## src/rtl/board_mine_gen.sv

```systemverilog
// board_mine_gen: Minesweeper board generator.
// Places the requested number of bombs at LFSR-chosen cells while avoiding a
// protected first-click cell. It then fills in the neighbour counts one cell per
// cycle in row-major order.
// Cell layout: bit5 = bomb, bits[3:0] = neighbour bomb count, other bits zero.
// Optional macro BOARD_SAFE_ZONE_EN: protects the whole in-bounds 3x3 area
// around the safe cell instead of the safe cell alone.
module board_mine_gen #(
  parameter int ROWS   = 8,
  parameter int COLS   = 8,
  parameter int CELL_W = 9
) (
  input  logic                          clk,
  input  logic                          rst,
  input  logic                          start,
  input  logic [15:0]                   seed,
  input  logic [7:0]                    bomb_count,
  input  logic [3:0]                    safe_row,
  input  logic [3:0]                    safe_col,
  output logic                          busy,
  output logic                          done,
  output logic [7:0]                    bombs_placed,
  output logic [CELL_W*ROWS*COLS-1:0]   board_out
);

  localparam int N     = ROWS * COLS;
  localparam int IDX_W = $clog2(N);
`ifdef BOARD_SAFE_ZONE_EN
  localparam int MAX_B = N - 9;
`else
  localparam int MAX_B = N - 1;
`endif
  localparam logic [15:0] SEED_DEFAULT = 16'hACE1;

  typedef enum logic [2:0] {IDLE, CLEAR, PLACE, COUNT, DONE} state_t;

  state_t             state_reg, state_next;
  logic [15:0]        lfsr_reg;
  logic [7:0]         target_reg;
  logic [7:0]         placed_reg;
  logic [3:0]         safe_r_reg, safe_c_reg;
  logic [IDX_W-1:0]   idx_reg;
  logic [N-1:0]       bomb_reg;
  logic [3:0]         cnt_reg [N];

  logic [3:0]         nbr_cnt [N];
  logic [N-1:0]       excl;
  logic [15:0]        lfsr_step;
  logic [3:0]         cand_r, cand_c;
  logic [IDX_W-1:0]   cand_idx;

  genvar gi, gj;

  // Fibonacci step for x^16+x^14+x^13+x^11+1, and the candidate cell it selects.
  assign lfsr_step = {lfsr_reg[14:0], lfsr_reg[15] ^ lfsr_reg[13] ^ lfsr_reg[12] ^ lfsr_reg[10]};
  assign cand_r    = 4'(lfsr_reg[7:0] % 8'(ROWS));
  assign cand_c    = 4'(lfsr_reg[15:8] % 8'(COLS));
  assign cand_idx  = IDX_W'(32'(cand_r) * COLS + 32'(cand_c));

  // Per-cell neighbour sums, exclusion flags and output packing. The bounds
  // checks are resolved at elaboration, so edge cells never wrap.
  for (gi = 0; gi < N; gi++) begin : g_cell
    localparam int R = gi / COLS;
    localparam int C = gi % COLS;
    logic [8:0] hit;
    for (gj = 0; gj < 9; gj++) begin : g_nb
      localparam int NR = R + gj / 3 - 1;
      localparam int NC = C + gj % 3 - 1;
      if (gj != 4 && NR >= 0 && NR < ROWS && NC >= 0 && NC < COLS) begin : g_in
        assign hit[gj] = bomb_reg[NR*COLS+NC];
      end else begin : g_out
        assign hit[gj] = 1'b0;
      end
    end
    assign nbr_cnt[gi] = 4'($countones(hit));
`ifdef BOARD_SAFE_ZONE_EN
    assign excl[gi] = ({1'b0, safe_r_reg} + 5'd1 >= 5'(R)) && (5'(R) + 5'd1 >= {1'b0, safe_r_reg}) &&
                      ({1'b0, safe_c_reg} + 5'd1 >= 5'(C)) && (5'(C) + 5'd1 >= {1'b0, safe_c_reg});
`else
    assign excl[gi] = (safe_r_reg == 4'(R)) && (safe_c_reg == 4'(C));
`endif
    assign board_out[gi*CELL_W +: 6] = {bomb_reg[gi], 1'b0, cnt_reg[gi]};
    if (CELL_W > 6) begin : g_pad
      assign board_out[gi*CELL_W+6 +: CELL_W-6] = '0;
    end
  end

  assign bombs_placed = placed_reg;

  // State register.
  always_ff @(posedge clk or posedge rst) begin
    if (rst) state_reg <= IDLE;
    else     state_reg <= state_next;
  end

  // Next-state decode plus busy/done outputs.
  always_comb begin
    state_next = state_reg;
    busy       = 1'b0;
    done       = 1'b0;
    case (state_reg)
      IDLE:  if (start) state_next = CLEAR;
      CLEAR: begin
        busy       = 1'b1;
        state_next = (target_reg == 8'd0) ? COUNT : PLACE;
      end
      PLACE: begin
        busy = 1'b1;
        if (placed_reg == target_reg) state_next = COUNT;
      end
      COUNT: begin
        busy = 1'b1;
        if (idx_reg == IDX_W'(N - 1)) state_next = DONE;
      end
      DONE: begin
        done       = 1'b1;
        state_next = IDLE;
      end
      default: state_next = IDLE;
    endcase
  end

  // Datapath: capture request, clear, place bombs, then fill neighbour counts.
  always_ff @(posedge clk or posedge rst) begin
    if (rst) begin
      lfsr_reg   <= SEED_DEFAULT;
      target_reg <= '0;
      placed_reg <= '0;
      safe_r_reg <= '0;
      safe_c_reg <= '0;
      idx_reg    <= '0;
      bomb_reg   <= '0;
      for (int i = 0; i < N; i++) cnt_reg[i] <= '0;
    end else begin
      case (state_reg)
        IDLE: if (start) begin
          lfsr_reg   <= (seed == 16'd0) ? SEED_DEFAULT : seed;
          target_reg <= (bomb_count > 8'(MAX_B)) ? 8'(MAX_B) : bomb_count;
          safe_r_reg <= ({1'b0, safe_row} >= 5'(ROWS)) ? 4'(ROWS - 1) : safe_row;
          safe_c_reg <= ({1'b0, safe_col} >= 5'(COLS)) ? 4'(COLS - 1) : safe_col;
        end
        CLEAR: begin
          bomb_reg   <= '0;
          placed_reg <= '0;
          idx_reg    <= '0;
          for (int i = 0; i < N; i++) cnt_reg[i] <= '0;
        end
        PLACE: begin
          lfsr_reg <= lfsr_step;
          if (placed_reg != target_reg && !bomb_reg[cand_idx] && !excl[cand_idx]) begin
            bomb_reg[cand_idx] <= 1'b1;
            placed_reg         <= placed_reg + 8'd1;
          end
        end
        COUNT: begin
          cnt_reg[idx_reg] <= bomb_reg[idx_reg] ? 4'd0 : nbr_cnt[idx_reg];
          idx_reg          <= idx_reg + 1'b1;
        end
        default: ;
      endcase
    end
  end

endmodule

```

## config.mk

```make
export PLATFORM = sky130hd
export DESIGN_NAME = board_mine_gen
export DESIGN_NICKNAME = d
export VERILOG_FILES = /design/src/rtl/board_mine_gen.sv
export SDC_FILE = /design/constraint.sdc
export NUM_CORES = 1
export LEC_CHECK = 0
export ABC_AREA = 1
export ABC_CLOCK_PERIOD_IN_PS = 17650
export BUFFER_PORTS_ARGS = -buffer_cell sky130_fd_sc_hd__buf_2
export CAP_MARGIN = 10
export CORE_MARGIN = 2
export CORE_UTILIZATION = 57
export CTS_CLUSTER_SIZE = 16
export DETAILED_ROUTE_END_ITERATION = 10
export PLACE_DENSITY = 0.89
export REMOVE_ABC_BUFFERS = 1
export SYNTH_ARGS = -nofsm -noshare
export SYNTH_HDL_FRONTEND = slang
export SYNTH_SLANG_ARGS = --single-unit
```

## constraint.sdc

```tcl
create_clock -name clk -period 17.65 [get_ports clk]
set_input_delay 3.53 -clock clk [delete_from_list [all_inputs] [get_ports clk]]
set_output_delay 3.53 -clock clk [all_outputs]
set_load 0.05 [all_outputs]
```

* Word level (Yosys, flattened, before mapping)
Index checks and enable logic that the tools add are counted.
** Word-level totals
- Input bits :: 35
- Word-level logic and storage cells :: 537
- ROM bits :: 0
- Bits in latches :: 0
- Register bits :: 369
- Output and inout bits :: 586
- Bits in writable memories :: 0
- Memories kept :: 0
** Operators by class
- Equal/unequal tests :: 25
- Divide/modulo/power cells :: 0
- Magnitude comparators :: 8
- Add/sub/neg operators :: 310
- $mul :: 0
- Reduce and logical (&&, ||, !) cells :: 83
- Bitwise gates (word level) :: 5
- Shift-type cells :: 0
- Muxes and demuxes :: 34
** Operators with widths (number)
- $pmux W256 S2 :: 1
- $bwmux W256 :: 1
- $add A1 B1 Y2 :: 105
- $add A4 B1 Y4 :: 48
- $add A2 B2 Y3 :: 48
- $add A3 B4 Y4 :: 35
- $pmux W64 S2 :: 1
- $add A1 B2 Y3 :: 42
- $logic_and A1 B1 Y1 :: 68
- $mux W64 :: 1
- $or A64 B64 Y64 :: 1
- $eq A4 B3 Y1 const B :: 8
- $mux W16 :: 2
- $pmux W16 S2 :: 1
- $add A1 B4 Y4 :: 7
- $add A3 B1 Y4 :: 7
- $add A2 B1 Y3 :: 8
- $add A3 B3 Y4 :: 6
- $bmux W4 S6 :: 1
- $demux W4 S6 :: 1
- $mux W4 :: 6
- $bmux W1 S6 :: 3
- $eq A4 B2 Y1 const B :: 4
- $logic_not A16 Y1 :: 1
- 35 further kinds :: 59

* Longest topological paths before layout
Gate-level depths: netlist (run 1).
- Word-level depth :: 10
- Depth in mapped cells :: 21
- Depth with buffers taken out :: 20

* Worst setup path before layout (run 1)
No wires, ideal clock.
- Kind :: register to output
- Start :: reg state_reg[2]
- End :: out busy
- Data arrival time :: 1.288 ns
- Data required time :: 14.120 ns
- Path buffers :: 1
- Path slack :: 12.832 ns
- Stages on the path, launching flop included :: 3
- Cell sequence :: dfrtp_1 clkbuf_1 a21oi_1
** On the way
- Longest elaborated chain between the ends :: 3
- Elaborated cells on any way between the ends :: 5
- Those cells by class :: eq/ne (3); mux (1); reduce/logical (1)
** RTL lines
- start, declared :: RTL line 37 : state_t state_reg, state_next;
- start signal, assigned :: RTL line 93 : else state_reg <= state_next;
- $eq A3 B2 Y1 or $eq A3 B1 Y1 (tied branches) :: RTL line 101 : case (state_reg)
- $reduce_or A3 Y1 (no line) *
- $mux W1 * :: RTL line 101
- end, declared :: RTL line 20 : output logic busy,
Mark *: on every way between the ends. The rest lies on a longest branch, timed or not.

==> run_results.csv, run 1 <==
group,metric,value,unit
outcome,status,"completed",
synthesis,syn_area,32100,sq um
clock_tree,cts_tree,"done",
routing,wl,105000,um
final_layout,nets,4952,
routing,ant_nets,0,
critical_path,crit_path_max_fanout,104,
grt,grt_pass1_wl,158000,um
clock_tree,cts_sinks,369,
timing,period_needed,5.53,ns
critical_path,critPathArrivalTime,6.06,ns
routing,avgViaCountPerCell,5.56,
final_layout,multiInputGateArea,19100,sq um
clock_tree,cts_buffers,41,
timing,fmax,181,MHz
final_layout,num_antenna_cells,0,
floorplanning,design.core.area,55300,sq um
power_and_ir_drop,vdd_drop_max,0.0716,mV
synthesis,synth_area_leader_cell,"dfrtp_1",
clock_tree,postCtsHoldBufs,0,
floorplanning,core.rowCount,86,
timing,setup_viol,0,
floorplanning,die_h,241,um
critical_path,cp_slowest_stage_delay,0.87,ns
power_and_ir_drop,power.clock.fraction,0.469,
grt,grt_pass1_vias,27700,
final_layout,largest_reg_flops,256,
critical_path,cp_common_cell,"buf_4",
timing,finClkSkew,0.0388,ns
routing,top_layer,"met4",
synthesis,syn_avg_cell_area,7.74,sq um
critical_path,startpoint_type,"input pin",
synthesis,synth_flop_cell,"dfrtp_1",
routing,wl_per_cell,20.1,um
final_layout,final_cell_count_no_fill,5214,
routing,drtIter0Drc,3492,
placed_design,place_ws,11.46,ns
synthesis,synth_common_cells,"1,444 x nand2_1, 478 x inv_1, 361 x dfrtp_1",
clock_tree,clock-root-buffer,"clkbuf_16",
power_and_ir_drop,p_leak,19.8,nW
placed_design,dpl.hpwl,74400,um
final_layout,register_area,9250,sq um
timing,layout_setup_ws,12.12,ns
floorplanning,io_pins,621,
routing,drtPass1Iterations,8,
synthesis,async_flop_share,1.00,
synthesis,synth_top_area_share,0.282,
timing,fin_hold_ws,0.470,ns
timing,grt_setup_unrepaired,"false",
grt,grt.total_usage,0.356,
grt,grt_max_degree,105,
power_and_ir_drop,p_sw_frac,0.277,
critical_path,worstSetupEndpointType,"async pin",
power_and_ir_drop,internal_power,1.34,mW
synthesis,synth_area_leaders,"dfrtp_1 28%, nand2_1 17%, fa_1 14%",
placed_design,dp.cells,5139,
routing,drc,0,
critical_path,cp.required,18.18,ns
timing,slew_violations,0,
synthesis,ys_ff_latch,369,
floorplanning,start_util,0.580,
flow_run,max_cap_viol_count,0,
critical_path,crit_chain,"buf_2, inv_8, buf_4, buf_4",
synthesis,synthCells,4143,
final_layout,n_fill_cell,4712,
placed_design,numPortBuffers,364,
synthesis,seq_area_frac_synth,0.288,
routing,wl_met2,45800,um
floorplanning,dieArea,58200,sq um
placed_design,place.gp.congestion,1.02,
timing,finalSetupTns,0,ns
routing,wl_met1,38400,um
clock_tree,clk_latency,0.60,ns
synthesis,synth_edf_count,0,
hold_path,hold_path_class,"reg2reg",
floorplanning,die_w,241,um
power_and_ir_drop,seqPwrFrac,0.455,
routing,wl_met3,13700,um
timing,tightest_slew,1.16,ns
synthesis,yosysWarnings,0,
power_and_ir_drop,power.switching,0.516,mW
power_and_ir_drop,power_density,53.8,nW/um^2
timing,finalHoldViolations,0,
clock_tree,clkTransAtPathRegs,0.06,ns
synthesis,yosysMostFrequentCell,"nand2_1",
critical_path,cp_slowest_cell,"buf_4",
clock_tree,clock_path_buffers,3,
critical_path,critPathKind,"in2async",
clock_tree,postCtsResizedCells,0,
power_and_ir_drop,pwr-share-comb,0.076,
timing,slew_headroom,0.222,
clock_tree,h-tree-depth,2,
clock_tree,post_cts_buffers,0,
final_layout,drive_gt1_frac,0.116,
final_layout,syn2layout_area_growth,7.95,%
routing,vias,29000,
grt,antenna_found_initial,0,
synthesis,synthDistinctLibCells,49,
timing,post-route-period-util,0.313,
grt,gr-total-overflow,0,
==> per-layer routing <==
metal  vias to the layer above  global-route usage
li1                      12800                   -
met1                     13600               0.469
met2                      2145               0.538
met3                       437              0.0944
met4                         0               0.194
met5                         -                   0
==> per-stage QoR <==
| step | util | total power [mW] | area [sq um] |
|---|---|---|---|
| final | 0.626 | 1.86 | 34600 |
| after global routing | 0.626 | 1.91 | 34600 |
| after CTS | 0.626 | 1.86 | 34600 |
| after detailed placement | 0.601 | 1.00 | 33300 |
| after global placement | 0.601 | 1.00 | 33300 |
| after floorplan | - | 0.993 | 30200 |
==> critical path, delay by kind of cell <==
family,cells,cell delay [ns]
buffers and inverters,4,2.31
==> worst paths after layout <==
check	from	end	slack [ns]	depth (start not counted)
min reg2reg	safe_c_reg[3]	safe_c_reg[3]	0.47	2
max	rst	lfsr_reg[8]	12.12	4
min	safe_c_reg[3]	safe_c_reg[3]	0.47	2
min in group asynchronous	rst	board_out[543]	3.04	2
max reg2reg	bomb_reg[20]	board_out[280]	12.37	18
max in group clk	bomb_reg[44]	board_out[401]	12.23	1
==> cells by family after synthesis <==
kind of cell | Yosys count | share of synthesized area
flops | 369 | 0.288
other cells | 1 | 0.000117
simple gates | 2071 | 0.265
buf+inv | 898 | 0.145
xor+xnor | 40 | 0.0109
fa+ha+maj | 482 | 0.242
compound gates | 282 | 0.0480
==> placed cells by master, fill, tap and decap left out, types with 5 or more instances in the layout <==
cell	synthesis	routed
a21oi_1	118	118
buf_2	71	364
buf_4	272	30
clkbuf_1	33	14
clkbuf_16	0	41
clkbuf_8	0	7
conb_1	1	256
dfrtp_1	361	359
dfstp_2	8	8
fa_1	232	232
ha_1	250	250
inv_1	478	476
inv_2	14	15
nand2_1	1444	1444
nand3_1	185	185
nand3b_1	7	7
nand4_1	76	76
nor2_1	289	288
nor2_2	12	10
nor2_4	2	5
nor3_1	13	11
nor3_2	9	11
nor3b_1	16	16
o211ai_1	20	20
o21ai_0	102	102
o21ai_1	13	13
o21bai_1	10	10
o221ai_1	7	7
xnor2_1	16	16
xor2_1	24	24
==> power by group through the flow <==
| stage | clock (mW) | sequential [mW] | combinational, mW |
|---|---|---|---|
| 3_5_place_dp | 0 | 0.861 | 0.142 |
| 2_1_floorplan | 0 | 0.862 | 0.131 |
| 3_3_place_gp | 0 | 0.861 | 0.141 |
| 6_report | 0.872 | 0.846 | 0.142 |
| 4_1_cts | 0.877 | 0.846 | 0.142 |
| 5_1_grt | 0.912 | 0.846 | 0.151 |
==> layout make-up <==
cell class | instances | share of cell area
Clock inverter | 12 | 0.00492
Sequential cell | 369 | 0.267
Multi-Input combinational cell | 3131 | 0.553
Clock buffer | 62 | 0.0339
Timing Repair Buffer | 395 | 0.0595
Tap cell | 748 | 0.0270
Inverter | 497 | 0.0543
Power figures use the tool's default switching activity.
==> inputs of run 2 (changes only) <==
- ABC_CLOCK_PERIOD_IN_PS: 17650 -> 4670
- CORE_ASPECT_RATIO: unset -> 1.5
- CORE_UTILIZATION: 57 -> 52
- PLACE_DENSITY: 0.89 -> 0.86
- clock period: 17.65 -> 4.67 ns (I/O delays scaled with it)
==> run 2 against run 1 <==
Effect of this change:
- clock power increased to 4.0 times the previous value
- worst hold slack improved by 0.0016 ns
- critical path depth increased by 15
- worst setup slack got worse by 12 ns
- critical path type is now reg2reg
- clock-buffer cell count decreased by 11
- highest routed layer unchanged
- combinational power increased to 3.8 times the previous value
- first-iteration DRC count decreased by 4.1%
- non-clock buffer count increased by 94
- via count increased by 1.7%
- clock skew decreased by 0.014 ns
- total power increased to 3.9 times the previous value
- critical endpoint is now board_out[280]
==> run_results.csv, run 2 (synthesis gave the netlist of run 1 again) <==
group,metric,value,unit
final_layout,drive_gt1_frac,0.135,
placed_design,place.gp.congestion,1.05,
timing,grt_setup_unrepaired,"false",
routing,avgViaCountPerCell,5.51,
clock_tree,h-tree-depth,2,
critical_path,crit_family,"adder cells",
critical_path,critPathArrivalTime,4.91,ns
routing,wl_per_cell,21.1,um
critical_path,crit_chain,"inv_1, fa_1, fa_1, inv_1, ha_1, fa_1, nor2_1, o21ai_0, nand2_1, nand2_1, nand2_1, nand2_1, nand2_1, nor2_1, nand2_1, nor2_8, buf_12, nand2_1, nand2_1",
critical_path,crit_path_max_fanout,25,
routing,drtIter0Drc,3348,
clock_tree,post_cts_buffers,0,
floorplanning,core.rowCount,111,
clock_tree,postCtsHoldBufs,0,
critical_path,cp_slowest_cell,"dfrtp_1",
power_and_ir_drop,internal_power,5.24,mW
critical_path,cp_slowest_stage_delay,0.64,ns
timing,fmax,228,MHz
clock_tree,cts_sinks,369,
routing,wl,113000,um
floorplanning,die_w,207,um
floorplanning,start_util,0.525,
grt,grt.total_usage,0.353,
critical_path,critPathKind,"reg2reg",
power_and_ir_drop,power_density,203,nW/um^2
final_layout,n_fill_cell,5425,
timing,fin_hold_ws,0.471,ns
critical_path,worstSetupEndpointType,"flop",
placed_design,numPortBuffers,364,
clock_tree,postCtsResizedCells,0,
final_layout,final_common_cell,"nand2_1",
clock_tree,clock-root-buffer,"clkbuf_16",
critical_path,path_buf_inv,3,
timing,post-route-period-util,0.938,
hold_path,hold_path_class,"reg2reg",
power_and_ir_drop,seqPwrFrac,0.443,
timing,slew_violations,0,
final_layout,final_cell_count_no_fill,5347,
final_layout,syn2layout_area_growth,10.9,%
critical_path,startpoint_type,"flop",
routing,drc,0,
power_and_ir_drop,pwr-share-comb,0.075,
grt,grt_max_degree,113,
timing,period_needed,4.38,ns
power_and_ir_drop,power.switching,1.98,mW
timing,tightest_slew,1.18,ns
floorplanning,dieArea,63700,sq um
clock_tree,clock_path_buffers,3,
timing,finalHoldViolations,0,
clock_tree,clkTransAtPathRegs,0.07,ns
clock_tree,cts_tree,"done",
final_layout,nets,5043,
grt,gr-total-overflow,0,
timing,finClkSkew,0.0253,ns
floorplanning,io_pins,621,
clock_tree,cts_buffers,38,
power_and_ir_drop,power.clock.fraction,0.482,
placed_design,dpl.hpwl,85000,um
routing,drtPass1Iterations,7,
floorplanning,die_h,308,um
power_and_ir_drop,p_leak,20.3,nW
critical_path,cp_common_cell,"nand2_1",
routing,ant_nets,0,
timing,slew_headroom,0.208,
power_and_ir_drop,vdd_drop_max,0.218,mV
grt,grt_pass1_wl,169000,um
placed_design,dp.cells,5277,
critical_path,cp.required,5.20,ns
power_and_ir_drop,p_sw_frac,0.274,
clock_tree,clk_latency,0.60,ns
final_layout,largest_reg_flops,256,
outcome,status,"completed",
grt,grt_pass1_vias,29500,
floorplanning,design.core.area,61100,sq um
timing,setup_viol,0,
timing,finalSetupTns,0,ns
grt,antenna_found_initial,2,
final_layout,final_cell_mix,"1,444 x nand2_1, 476 x inv_1, 364 x buf_2",
routing,vias,29500,
flow_run,max_cap_viol_count,0,
run 2: cell count changes in the layout (fill, tap and decap cells not counted), moves of 2 or more:
cell,before,now
buf_12,0,13
diode_2,0,2
bufinv_16,2,8
clkbuf_16,41,38
buf_4,30,112
clkbuf_1,14,9
clkbuf_8,7,4
run 2: worst paths after layout:
| check | start | to | slack, ns | depth (start not counted) |
|---|---|---|---|---|
| max in group asynchronous | rst | lfsr_reg[0] | 3.14 | 3 |
| min reg2reg | safe_c_reg[3] | safe_c_reg[3] | 0.47 | 2 |
| min | safe_c_reg[3] | safe_c_reg[3] | 0.47 | 2 |
| max reg2reg | bomb_reg[19] | board_out[280] | 0.29 | 19 |
| max | bomb_reg[19] | board_out[280] | 0.29 | 19 |
| min in group asynchronous | rst | board_out[542] | 0.51 | 2 |
run 2: through the flow:
stage | total power, mW | utilization | setup WS [ns] | cell area [sq um]
after global routing | 7.40 | 0.582 | 0.0418 | 35600
after detailed placement | 3.80 | 0.559 | 0.366 | 34200
final | 7.22 | 0.582 | 0.288 | 35600
after CTS | 7.23 | 0.582 | 0.329 | 35600
after global placement | 3.80 | 0.559 | 0.425 | 34200
after floorplan | 3.75 | - | -6.50 | 30200
run 2: per-layer routing:
metal  global-route usage  part of all wire
met2                0.586              0.47
met3               0.0661             0.092
met4                0.301              0.10
met1                0.387              0.33
met5                    0                 0
run 2: layout make-up:
cell class / count / area [sq um] / share of cell area
Clock inverter: 17 / 339 / 0.00953
Sequential cell: 369 / 9250 / 0.260
Multi-Input combinational cell: 3131 / 19100 / 0.538
Tap cell: 791 / 990 / 0.0278
Antenna cell: 2 / 5.00 / 0.000141
Clock buffer: 51 / 1040 / 0.0292
Inverter: 497 / 1880 / 0.0529
Timing Repair Buffer: 489 / 2920 / 0.0822
run 2: worst min-delay path: stages, from the launching register on:
cell and delay [ns]:
dfrtp_1 0.34, nand2_1 0.05, inv_1 0.04
run 2: power groups by stage:
stage	Sequential [mW]	Clock (mW)	Combinational [mW]
final	3.20	3.48	0.543
after global routing	3.19	3.63	0.574
after CTS	3.20	3.50	0.541
after detailed placement	3.26	0	0.541
after global placement	3.26	0	0.539
after floorplan	3.26	0	0.494
